--- src/rtl/dmem_arb_pkg.sv ---
// dmem_arb_pkg: shared state encoding, port indices and default memory size for the dmem arbiter
package dmem_arb_pkg;
  typedef enum logic [1:0] {IDLE, ISSUE, RESP} state_t;
  localparam logic PORT_CPU = 1'b0;
  localparam logic PORT_DMA = 1'b1;
  localparam int MEM_WORDS_DEF = 200;
endpackage

--- src/rtl/dmem_arbiter_rr_arb2.sv ---
// rr_arb2: combinational two-way round-robin pick; on a tie the port that did not win last time wins
module rr_arb2 (
  input  logic req0,
  input  logic req1,
  input  logic last_gnt,
  output logic valid,
  output logic winner
);
  always_comb begin
    valid  = req0 | req1;
    winner = (req0 & req1) ? ~last_gnt : req1;
  end
endmodule

--- src/rtl/dmem_arbiter.sv ---
// dmem_arbiter: shares one data memory between CPU (port 0) and DMA (port 1), one access per 3 cycles.
// Define DMEM_ARB_RANGE_CHK_EN to also flag word addresses >= MEM_WORDS as errors.
module dmem_arbiter
  import dmem_arb_pkg::*;
#(
  parameter int MEM_WORDS = MEM_WORDS_DEF,
  parameter int AW        = 32
) (
  input  logic          clk,
  input  logic          reset,
  input  logic          req0,
  input  logic          we0,
  input  logic [AW-1:0] addr0,
  input  logic [31:0]   wdata0,
  output logic          ack0,
  output logic [31:0]   rdata0,
  output logic          err0,
  input  logic          req1,
  input  logic          we1,
  input  logic [AW-1:0] addr1,
  input  logic [31:0]   wdata1,
  output logic          ack1,
  output logic [31:0]   rdata1,
  output logic          err1,
  output logic          mem_we,
  output logic [AW-1:0] mem_add,
  output logic [31:0]   mem_data,
  input  logic [31:0]   mem_rd
);
`ifdef DMEM_ARB_RANGE_CHK_EN
  localparam logic RANGE_CHK = 1'b1;
`else
  localparam logic RANGE_CHK = 1'b0;
`endif
  state_t state, state_nxt;
  logic gnt, last_gnt, bad, rd;
  logic valid, winner, we_w, bad_w, resp;
  logic [AW-1:0] addr_w;
  logic [31:0] wdata_w;
  rr_arb2 u_arb (
    .req0     (req0),
    .req1     (req1),
    .last_gnt (last_gnt),
    .valid    (valid),
    .winner   (winner)
  );
  // Outputs decode from RESP so rdata can pass the registered memory read straight through.
  always_comb begin
    addr_w    = winner ? addr1 : addr0;
    wdata_w   = winner ? wdata1 : wdata0;
    we_w      = winner ? we1 : we0;
    bad_w     = (addr_w[1:0] != 2'b00) | (RANGE_CHK & ({2'b00, addr_w[AW-1:2]} >= AW'(MEM_WORDS)));
    state_nxt = (state == IDLE) ? (valid ? ISSUE : IDLE) : (state == ISSUE) ? RESP : IDLE;
    resp      = state == RESP;
    ack0      = resp & (gnt == PORT_CPU);
    ack1      = resp & (gnt == PORT_DMA);
    err0      = ack0 & bad;
    err1      = ack1 & bad;
    rdata0    = (ack0 & rd & ~bad) ? mem_rd : 32'h0;
    rdata1    = (ack1 & rd & ~bad) ? mem_rd : 32'h0;
  end
  always_ff @(posedge clk) begin
    if (reset) state <= IDLE;
    else state <= state_nxt;
  end
  always_ff @(posedge clk) begin
    if (reset) begin
      mem_we   <= 1'b0;
      mem_add  <= '0;
      mem_data <= '0;
      gnt      <= PORT_CPU;
      last_gnt <= PORT_DMA;
      bad      <= 1'b0;
      rd       <= 1'b0;
    end else if (state == IDLE && valid) begin
      gnt      <= winner;
      last_gnt <= winner;
      mem_add  <= addr_w;
      mem_data <= wdata_w;
      mem_we   <= we_w & ~bad_w;
      bad      <= bad_w;
      rd       <= ~we_w;
    end else begin
      mem_we <= 1'b0;
    end
  end
endmodule

--- config.mk ---
export PLATFORM = sky130hd
export DESIGN_NAME = dmem_arbiter
export DESIGN_NICKNAME = d
export VERILOG_FILES = /design/src/rtl/dmem_arb_pkg.sv /design/src/rtl/dmem_arbiter_rr_arb2.sv /design/src/rtl/dmem_arbiter.sv
export SDC_FILE = /design/constraint.sdc
export NUM_CORES = 1
export LEC_CHECK = 0
export ABC_AREA = 1
export CORE_AREA = 2 2 115 117
export CTS_CLUSTER_SIZE = 24
export DETAILED_ROUTE_END_ITERATION = 10
export DIE_AREA = 0 0 117 119
export DONT_BUFFER_PORTS = 1
export PLACE_DENSITY_LB_ADDON = 0.3
export SLEW_MARGIN = 10
export SYNTH_ARGS = -nofsm -noshare
export SYNTH_HDL_FRONTEND = slang
export SYNTH_HIERARCHICAL = 1
export SYNTH_SLANG_ARGS = --single-unit
--- constraint.sdc ---
create_clock -name clk -period 3.6 [get_ports clk]
set_clock_uncertainty 0.1 [all_clocks]
set_input_delay 0.54 -clock clk [delete_from_list [all_inputs] [get_ports clk]]
set_output_delay 0.54 -clock clk [all_outputs]
set_load 0.02 [all_outputs]
; ---- Word level (Yosys, flattened, before mapping)
; Cells that the tools add are included.
[totals]
regBits = 71
inputBits = 166
output_inout_bits = 133
elab_cells = 40
[op_classes]
n_eq_ne = 2
muxes = 9
bitwise_logic = 17
reduce_logical = 4
[op_table]
columns = op, count
row1 = 32-bit two-way mux, 4
row2 = 1-bit AND, 10
row3 = 1-bit NOT, 6
row4 = 2-bit two-way mux, 2
row5 = 1-bit two-way mux, 3
row6 = "2-bit by 1-bit equality test with 1-bit output, second input constant", 1
row7 = "2-bit equality test, second input constant", 1
row8 = 2-bit zero test, 1
row9 = 2-bit nonzero test, 1
row10 = 2-bit OR reduction, 1
row11 = 1-bit logical AND, 1
row12 = 1-bit OR, 1

; ---- Logic depth before layout (Yosys ltp)
; Gate-level depths: netlist (run 1).
[depth]
depth_word = 6
depth_mapped = 9
ltp_nobuf = 8

; ---- By module
; The synthesis (run 1) kept the hierarchy.
[modules_own_cells]
columns = module, instances, cells_each, area_each_um2, seq_area_each_um2
row1 = dmem_arbiter, 1, 637, 3721.1, 1421.4
row2 = rr_arb2, 1, 3, 15.0, 0.0

; ---- Worst setup path before layout (run 1)
; Ideal clock, no wire load.
[synth_timing]
kind = register to output
startpoint = register state[0]
endpoint = output port rdata1[0]
arrival_ns = 1.293
required_ns = 2.960
path_slack_ns = 1.667
stages_incl_launch_ff = 7
n_path_buf = 1
path_cell_list = dfxtp_1 -> inv_1 -> nand3_1 -> inv_1 -> nand3_1 -> buf_2 -> nor2_1
[synth_between]
elab_chain_len = 5
[synth_rtl]
columns = item, line
row1 = "start, declared", dmem_arbiter.sv:35  ; state_t state, state_nxt;
row2 = "start signal, assigned", dmem_arbiter.sv:64  ; else state <= state_nxt;
row3 = 2-bit equality test, dmem_arbiter.sv:54  ; resp = state == RESP;
row4 = 1-bit AND, dmem_arbiter.sv:56  ; ack1 = resp & (gnt == PORT_DMA);
row5 = named net ack1, dmem_arbiter.sv:22  ; output logic ack1,
row6 = 1-bit AND (2 in a row), dmem_arbiter.sv:60  ; rdata1 = (ack1 & rd & ~bad) ? mem_rd : 32'h0;
row7 = 32-bit two-way mux, dmem_arbiter.sv:60
row8 = "end, declared", dmem_arbiter.sv:23  ; output logic [31:0] rdata1,
; The timed path passes the listed nets, and every way through them passes these cells.

; ---- Worst setup path after layout (run 1)
[layout_timing]
startpoint = register state[0]
endpoint = output port rdata0[0]
[layout_between]
elab_chain_len = 5
[layout_rtl]
columns = item, line
row1 = 2-bit equality test, dmem_arbiter.sv:54
row2 = 1-bit AND, dmem_arbiter.sv:55  ; ack0 = resp & (gnt == PORT_CPU);
row3 = named net ack0, dmem_arbiter.sv:15  ; output logic ack0,
row4 = 1-bit AND (2 in a row), dmem_arbiter.sv:59  ; rdata0 = (ack0 & rd & ~bad) ? mem_rd : 32'h0;
row5 = 32-bit two-way mux, dmem_arbiter.sv:59
row6 = "end, declared", dmem_arbiter.sv:16  ; output logic [31:0] rdata0,
; The timed path passes the listed nets, and every way through them passes these cells.

==> impl_metrics.prom, run 1 <==
# TYPE chip_impl_metric gauge
chip_impl_metric{name="postRouteWirelength",unit="mm"} 10.5
chip_impl_metric{name="route.vias.total",unit=""} 3715
chip_impl_metric{name="synth_area",unit="sq mm"} 0.00374
chip_impl_metric{name="chipHeight",unit="um"} 119
chip_impl_metric{name="peakVddDrop",unit="uV"} 246
chip_impl_metric{name="post-synth-top-area-fraction",unit=""} 0.380
chip_impl_info{name="cts.root.buffer_cell",value="clkbuf_16"} 1
chip_impl_metric{name="register_area",unit="sq mm"} 0.00142
chip_impl_metric{name="synth-warning-count",unit=""} 6
chip_impl_metric{name="worst_setup_hold_path_clk_slew",unit="ns"} 0.06
chip_impl_metric{name="detail_route.vias_per_cell",unit=""} 4.66
chip_impl_metric{name="clk_latency",unit="ns"} 0.34
chip_impl_metric{name="hpwlAfterDp",unit="mm"} 7.70
chip_impl_metric{name="core_area",unit="sq mm"} 0.0129
chip_impl_metric{name="drt_first_pass_iters",unit=""} 4
chip_impl_metric{name="syn-num-nets",unit=""} 806
chip_impl_metric{name="grt_util_all_layers",unit=""} 0.148
chip_impl_metric{name="dieArea",unit="sq mm"} 0.0139
chip_impl_metric{name="numPlacedInstances",unit=""} 782
chip_impl_info{name="crit_type",value="reg2out"} 1
chip_impl_metric{name="required",unit="ns"} 2.96
chip_impl_info{name="r2r-start",value="last_gnt"} 1
chip_impl_metric{name="design.portCount",unit=""} 299
chip_impl_info{name="start_kind",value="register"} 1
chip_impl_metric{name="slew_headroom",unit=""} 0.399
chip_impl_metric{name="arrival",unit="ns"} 2.14
chip_impl_metric{name="post_cts.resized_instances",unit=""} 0
chip_impl_metric{name="ys_types",unit=""} 16
chip_impl_metric{name="antenna_violating_nets_post_route",unit=""} 0
chip_impl_info{name="rsz0062_at_grt",value="no"} 1
chip_impl_metric{name="grt_pass1_wl",unit="mm"} 15.9
chip_impl_info{name="synth_top_cell_by_area",value="dfxtp_1"} 1
chip_impl_info{name="cts_tree",value="done"} 1
chip_impl_metric{name="fp.dieW",unit="um"} 117
chip_impl_metric{name="cellPowerDensity",unit="mW/mm^2"} 553
chip_impl_metric{name="leakagePower",unit="nW"} 2.07
chip_impl_metric{name="antenna_violations_before_repair",unit=""} 0
chip_impl_metric{name="antenna_cells",unit=""} 0
chip_impl_metric{name="first_global_vias",unit=""} 3278
chip_impl_metric{name="syn-instance-count",unit=""} 640
chip_impl_info{name="synth.top_cells.by_area",value="dfxtp_1, nand2_1, a21oi_1"} 1
chip_impl_metric{name="maxCapViolations",unit=""} 0
chip_impl_info{name="startpoint",value="state[0]"} 1
chip_impl_metric{name="p_total",unit="mW"} 2.29
chip_impl_metric{name="worstPathMaxFanout",unit=""} 32
chip_impl_info{name="layout.cells.most_common_list",value="nand2_1, nor2_1, dfxtp_1"} 1
chip_impl_metric{name="htreeDepth",unit=""} 3
chip_impl_metric{name="drt_drc_violations_left",unit=""} 0
chip_impl_metric{name="setup_viol_count_final",unit=""} 0
chip_impl_metric{name="synth_area_per_cell",unit="sq um"} 5.84
chip_impl_info{name="source_of_the_worst_hold_timing_path",value="reset"} 1
chip_impl_metric{name="cts_sinks",unit=""} 71
chip_impl_metric{name="synth_sequential_area_ratio",unit=""} 0.380
chip_impl_metric{name="multi_input_area",unit="sq mm"} 0.00193
chip_impl_metric{name="rows",unit=""} 42
chip_impl_metric{name="setup_total_negative_slack",unit="ns"} 0
chip_impl_metric{name="nNetsFinal",unit=""} 783
chip_impl_metric{name="first_iter_violations",unit=""} 166
chip_impl_metric{name="hold_violations",unit=""} 0
chip_impl_metric{name="post_route_cells_drive_above_1_share",unit=""} 0.0466
chip_impl_metric{name="timing.final.crit_period",unit="ns"} 2.78
chip_impl_metric{name="postCtsSetupRepairBufs",unit=""} 0
chip_impl_metric{name="place.gp.congestion",unit=""} 0.731
chip_impl_metric{name="grt.overflow.total",unit=""} 0
chip_impl_metric{name="post_cts_hold_buffer_count",unit=""} 0
chip_impl_metric{name="postSynthRegisterBits",unit=""} 71
chip_impl_metric{name="post_drt_wl_per_cell",unit="um"} 13.2
chip_impl_info{name="final_common_cell",value="nand2_1"} 1
chip_impl_metric{name="grt_start_max_net_pins",unit=""} 67
chip_impl_info{name="endpoint_kind",value="output pin"} 1
chip_impl_metric{name="port_buffers",unit=""} 0
chip_impl_metric{name="worstMarginPinSlew",unit="ns"} 0.901
chip_impl_info{name="run_status",value="finished, final reports clean"} 1
chip_impl_metric{name="period_share",unit=""} 0.772
chip_impl_metric{name="tritoncts.num_buffers",unit=""} 9
chip_impl_info{name="worst_hold_path_type",value="in2reg"} 1
chip_impl_metric{name="drv_slew",unit=""} 0
chip_impl_metric{name="clk_path_buf_depth",unit=""} 2
chip_impl_metric{name="fmax",unit="MHz"} 360
chip_impl_metric{name="post_layout_nonfiller_instances",unit=""} 798
chip_impl_metric{name="area_growth",unit="%"} 10.8
chip_impl_metric{name="initial_utilization",unit=""} 0.290
chip_impl_metric{name="nFillCells",unit=""} 1414
==> final timing paths <==
| check | cells after the start | slack [ns] | end |
|---|---|---|---|
| min reg2reg | 2 | 0.38 | gnt |
| min | 1 | 0.16 | mem_data[27] |
| max | 5 | 0.82 | rdata0[0] |
| max reg2reg | 7 | 1.68 | mem_data[21] |
==> power breakdown <==
group / leakage, nW / internal (mW) / switching (mW)
logic: 1.33 / 0.102 / 0.211
clock network: 0.159 / 0.629 / 0.355
registers: 0.585 / 0.859 / 0.132
==> cells in the mapped netlist (all sizes together) <==
library cell	count
a21oi	64
buf	34
clkbuf	7
dfxtp	71
inv	45
nand2	333
nand3	6
nand3b	1
nor2	77
nor3	1
or2	1
==> cell families (layout without fill, tap and decap cells) <==
family | count (synthesis) | count (layout) | share of synthesized area
simple gates | 419 | 419 | 0.428
flops | 71 | 71 | 0.380
compound gates | 64 | 64 | 0.0857
buf+inv | 86 | 68 | 0.105
==> final cells by class <==
class	count	area share
clock inverters	6	0.0218
inverters	45	0.0408
flip-flops and latches	71	0.343
repair buffers	7	0.0157
multi-input cells	483	0.467
clock buffers	10	0.0577
well taps	176	0.0532
==> routing by layer <==
metal,up-vias,track usage,share of wire
met3,14,0.0555,0.090
met5,-,0,0
met2,183,0.260,0.50
met1,1641,0.159,0.40
li1,1877,-,-
met4,0,0.0559,0.015
==> flip-flops by register name, indices dropped and copies added, names as in the netlist <==
| signal | cells |
|---|---|
| last_gnt | 1 |
| bad | 1 |
| mem_add | 32 |
| rd | 1 |
| mem_we | 1 |
| mem_data | 32 |
| gnt | 1 |
| state | 2 |
==> worst max-delay path, cell delays in order, from the launching register on <==
cell,delay [ns]
dfxtp_1,0.34
inv_1,0.10
nand3b_1,0.10
inv_1,0.20
nand3_2,0.49
nor2_1,0.57
==> metrics by stage <==
stage	hold WS, ns	cell area (sq um)	setup WS (ns)	util
after floorplan	0.329	3740	1.67	-
after global placement	0.358	3810	1.22	0.296
final	0.163	4140	0.822	0.321
after detailed placement	0.377	3810	1.17	0.296
after CTS	0.148	4140	0.793	0.321
after global routing	0.144	4140	0.571	0.321
(Power assumes the default switching activity.)
==> run 2: changes to the inputs <==
--- a/config.mk
+++ b/config.mk
@@ -6,10 +6,10 @@
 export NUM_CORES = 1
 export LEC_CHECK = 0
 export ABC_AREA = 1
-export CORE_AREA = 2 2 115 117
+export CORE_AREA = 2 2 116 118
 export CTS_CLUSTER_SIZE = 24
 export DETAILED_ROUTE_END_ITERATION = 10
-export DIE_AREA = 0 0 117 119
+export DIE_AREA = 0 0 118 120
 export DONT_BUFFER_PORTS = 1
 export PLACE_DENSITY_LB_ADDON = 0.3
 export SLEW_MARGIN = 10
==> constraint.sdc (replaced) <==
create_clock -name clk -period 2.5 [get_ports clk]
set_clock_uncertainty 0.1 [all_clocks]
set_input_delay 0.375 -clock clk [delete_from_list [all_inputs] [get_ports clk]]
set_output_delay 0.375 -clock clk [all_outputs]
set_load 0.02 [all_outputs]
==> run 2 against run 1 <==
  * Die area rose by 1.7%
  * Critical endpoint is now rdata0[29]
  * Via count is 9.8% higher
  * Routed wire length is 21% higher
  * Global-route usage up 2.0 points
  * Power increased by 44%
  * Sequential power grew 44%
  * Critical path depth increased by 1
  * Combinational power rose by 62%
  * Largest cell class unchanged
  * Highest routed layer unchanged
==> impl_metrics.prom, run 2 (same netlist as run 1, synthesis figures left out) <==
# TYPE chip_impl_metric gauge
chip_impl_metric{name="finish.utilization",unit=""} 0.363
chip_impl_metric{name="grt_start_max_net_pins",unit=""} 67
chip_impl_metric{name="place_ws",unit="ns"} 0.294
chip_impl_metric{name="worstMarginPinSlew",unit="ns"} 1.05
chip_impl_metric{name="drt_drc_violations_left",unit=""} 0
chip_impl_metric{name="design.portCount",unit=""} 299
chip_impl_metric{name="clk_path_buf_depth",unit=""} 2
chip_impl_metric{name="post_route_cells_drive_above_1_share",unit=""} 0.129
chip_impl_info{name="start_kind",value="register"} 1
chip_impl_metric{name="worst_setup_hold_path_clk_slew",unit="ns"} 0.06
chip_impl_metric{name="tritoncts.num_buffers",unit=""} 9
chip_impl_metric{name="arrival",unit="ns"} 1.83
chip_impl_metric{name="nNetsFinal",unit=""} 854
chip_impl_metric{name="grt_pass1_wl",unit="mm"} 18.6
chip_impl_metric{name="chipHeight",unit="um"} 120
chip_impl_metric{name="port_buffers",unit=""} 0
chip_impl_info{name="critical_path.cell_chain",value="inv_1 > nand3b_1 > inv_1 > nand3_4 > nor2_1 > buf_4"} 1
chip_impl_info{name="r2r-start",value="last_gnt"} 1
chip_impl_metric{name="portion_of_total_power_attributed_to_the_clock_network",unit=""} 0.412
chip_impl_metric{name="cts_sinks",unit=""} 71
chip_impl_metric{name="place.gp.congestion",unit=""} 0.802
chip_impl_info{name="final_common_cell",value="nand2_1"} 1
chip_impl_info{name="largestRegisters",value="mem_add (32), mem_data (32), state (2)"} 1
chip_impl_metric{name="drt_first_pass_iters",unit=""} 6
chip_impl_metric{name="final_area",unit="sq mm"} 0.00471
chip_impl_metric{name="share_comb_of_total_power",unit=""} 0.154
chip_impl_info{name="run_status",value="finished, final reports clean"} 1
chip_impl_info{name="worst_hold_path_type",value="in2reg"} 1
chip_impl_info{name="cp_common_cell",value="inv_1"} 1
chip_impl_metric{name="detail_route.vias_per_cell",unit=""} 4.69
chip_impl_metric{name="peakVddDrop",unit="uV"} 395
chip_impl_metric{name="route.vias.total",unit=""} 4078
chip_impl_metric{name="htreeDepth",unit=""} 3
chip_impl_info{name="endpoint_kind",value="output pin"} 1
chip_impl_metric{name="worstPathMaxFanout",unit=""} 32
chip_impl_metric{name="setup_viol_count_final",unit=""} 0
chip_impl_metric{name="p_total",unit="mW"} 3.29
chip_impl_metric{name="core_area",unit="sq mm"} 0.0130
chip_impl_metric{name="rows",unit=""} 42
chip_impl_metric{name="whs_path_depth",unit=""} 1
chip_impl_metric{name="first_global_vias",unit=""} 3696
chip_impl_metric{name="hpwlAfterDp",unit="mm"} 8.52
chip_impl_metric{name="grt_util_all_layers",unit=""} 0.168
chip_impl_info{name="cp_top_family",value="simple AND/OR/NAND/NOR gates"} 1
chip_impl_metric{name="ff2ff_path_depth",unit=""} 7
chip_impl_info{name="layout.cells.most_common_list",value="nand2_1, nor2_1, dfxtp_1"} 1
chip_impl_metric{name="area_growth",unit="%"} 26.2
chip_impl_metric{name="dpl-instance-area",unit="sq mm"} 0.00430
chip_impl_metric{name="clk_latency",unit="ns"} 0.33
chip_impl_metric{name="design_internal_power",unit="mW"} 2.30
chip_impl_metric{name="worst-r2r-setup-slack",unit="ns"} 0.75
chip_impl_metric{name="multi_input_area",unit="sq mm"} 0.00194
chip_impl_metric{name="grt.overflow.total",unit=""} 0
chip_impl_metric{name="nFillCells",unit=""} 1389
chip_impl_info{name="cts.root.buffer_cell",value="clkbuf_16"} 1
chip_impl_metric{name="total_switching_power",unit="mW"} 0.993
chip_impl_metric{name="slew_headroom",unit=""} 0.298
chip_impl_metric{name="register_area",unit="sq mm"} 0.00142
chip_impl_metric{name="antenna_violations_before_repair",unit=""} 1
chip_impl_metric{name="cellPowerDensity",unit="mW/mm^2"} 698
chip_impl_metric{name="fp.dieW",unit="um"} 118
chip_impl_metric{name="leakagePower",unit="nW"} 2.45
chip_impl_metric{name="maxCapViolations",unit=""} 0
chip_impl_metric{name="power_frac_seq",unit=""} 0.434
chip_impl_metric{name="crit_buf_inv",unit=""} 3
chip_impl_metric{name="final_critical_path_setup_slack",unit="ns"} 0.199
chip_impl_metric{name="setup_total_negative_slack",unit="ns"} 0
chip_impl_metric{name="post_drt_wl_per_cell",unit="um"} 14.6
chip_impl_metric{name="fmax",unit="MHz"} 435
chip_impl_metric{name="postRouteWirelength",unit="mm"} 12.7
chip_impl_info{name="cts_tree",value="done"} 1
chip_impl_metric{name="drv_slew",unit=""} 0
chip_impl_metric{name="first_iter_violations",unit=""} 179
chip_impl_info{name="source_of_the_worst_hold_timing_path",value="reset"} 1
chip_impl_metric{name="timing.final.crit_period",unit="ns"} 2.30
chip_impl_info{name="crit_type",value="reg2out"} 1
chip_impl_metric{name="critPathMaxStageDelay",unit="ns"} 0.34
chip_impl_metric{name="period_share",unit=""} 0.920
chip_impl_metric{name="antenna_violating_nets_post_route",unit=""} 0
chip_impl_info{name="min_to",value="mem_add[31]"} 1
chip_impl_info{name="rsz0062_at_grt",value="no"} 1
chip_impl_metric{name="required",unit="ns"} 2.03
chip_impl_metric{name="dieArea",unit="sq mm"} 0.0142
chip_impl_metric{name="initial_utilization",unit=""} 0.288
chip_impl_info{name="cpMaxStageDelayCell",value="dfxtp_1"} 1
chip_impl_metric{name="hold_violations",unit=""} 0
chip_impl_metric{name="switching_share",unit=""} 0.302
chip_impl_info{name="reg2reg_to",value="bad"} 1
## run 2: changes by cell type in the layout (fill, tap and decap cells not counted), sizes merged
cell	change
diode	+1
clkinv	+1
clkinvlp	-1
clkbuf	+1
dlygate4sd3	+9
buf	+62
inv	-2
## run 2: power groups by stage
stage / registers (mW) / logic (mW) / clock network (mW)
floorplan: 1.43 / 0.402 / 0
global placement: 1.45 / 0.467 / 0
detailed placement: 1.45 / 0.480 / 0
CTS: 1.43 / 0.501 / 1.40
global route: 1.44 / 0.587 / 1.44
finish: 1.43 / 0.506 / 1.36
## run 2: repair_timing
item,4_1_cts,5_1_grt
setup buffers,0,0
hold endpoints to repair,25,6
resized for setup,1,0
hold buffers,5,4
pin swaps,0,1
setup endpoints to repair,32,1
## run 2: worst max path at each step
stage,startpoint,end,slack [ns],cells past startpoint
after floorplan,state[0],rdata1[0],0.73,6
after global placement,state[0],rdata0[31],0.41,6
after detailed placement,state[0],rdata0[29],0.29,6
after CTS,state[0],rdata0[29],0.16,6
after global routing,state[0],rdata0[22],0.005,6
final,state[0],rdata0[29],0.20,6
## run 2: cell type report
type	count	share of cell area
inverter	45	0.0358
clock inverter	4	0.0149
sequential	71	0.302
tap	176	0.0467
clock buffer	11	0.0515
antenna	1	0.000531
timing repair buffer	78	0.137
multi-input combinational	483	0.412
## run 2: worst register-to-register path, stage by stage, from the launching register on
cell and delay, ns:
dfxtp_1 0.33, a21oi_4 0.16, buf_4 0.55, nand2_1 0.15
nand2_1 0.15, nand2_1 0.07, nor2_1 0.09, nor2_1 0.04
## run 2: routing by layer
metal / global-route usage / wire (um) / share of wire / up-vias
met4: 0.0550 / 211 / 0.017 / 0
met3: 0.0665 / 1080 / 0.085 / 16
met5: 0 / 0 / 0 / -
met2: 0.313 / 6500 / 0.51 / 188
li1: - / - / - / 2019
met1: 0.170 / 4890 / 0.39 / 1855
## run 2: stage by stage
step	hold WS [ns]	cells
after floorplan	0.329	640
after global placement	0.352	844
after detailed placement	0.355	844
after CTS	0.000336	864
after global routing	-0.00275	869
final	0.0160	869
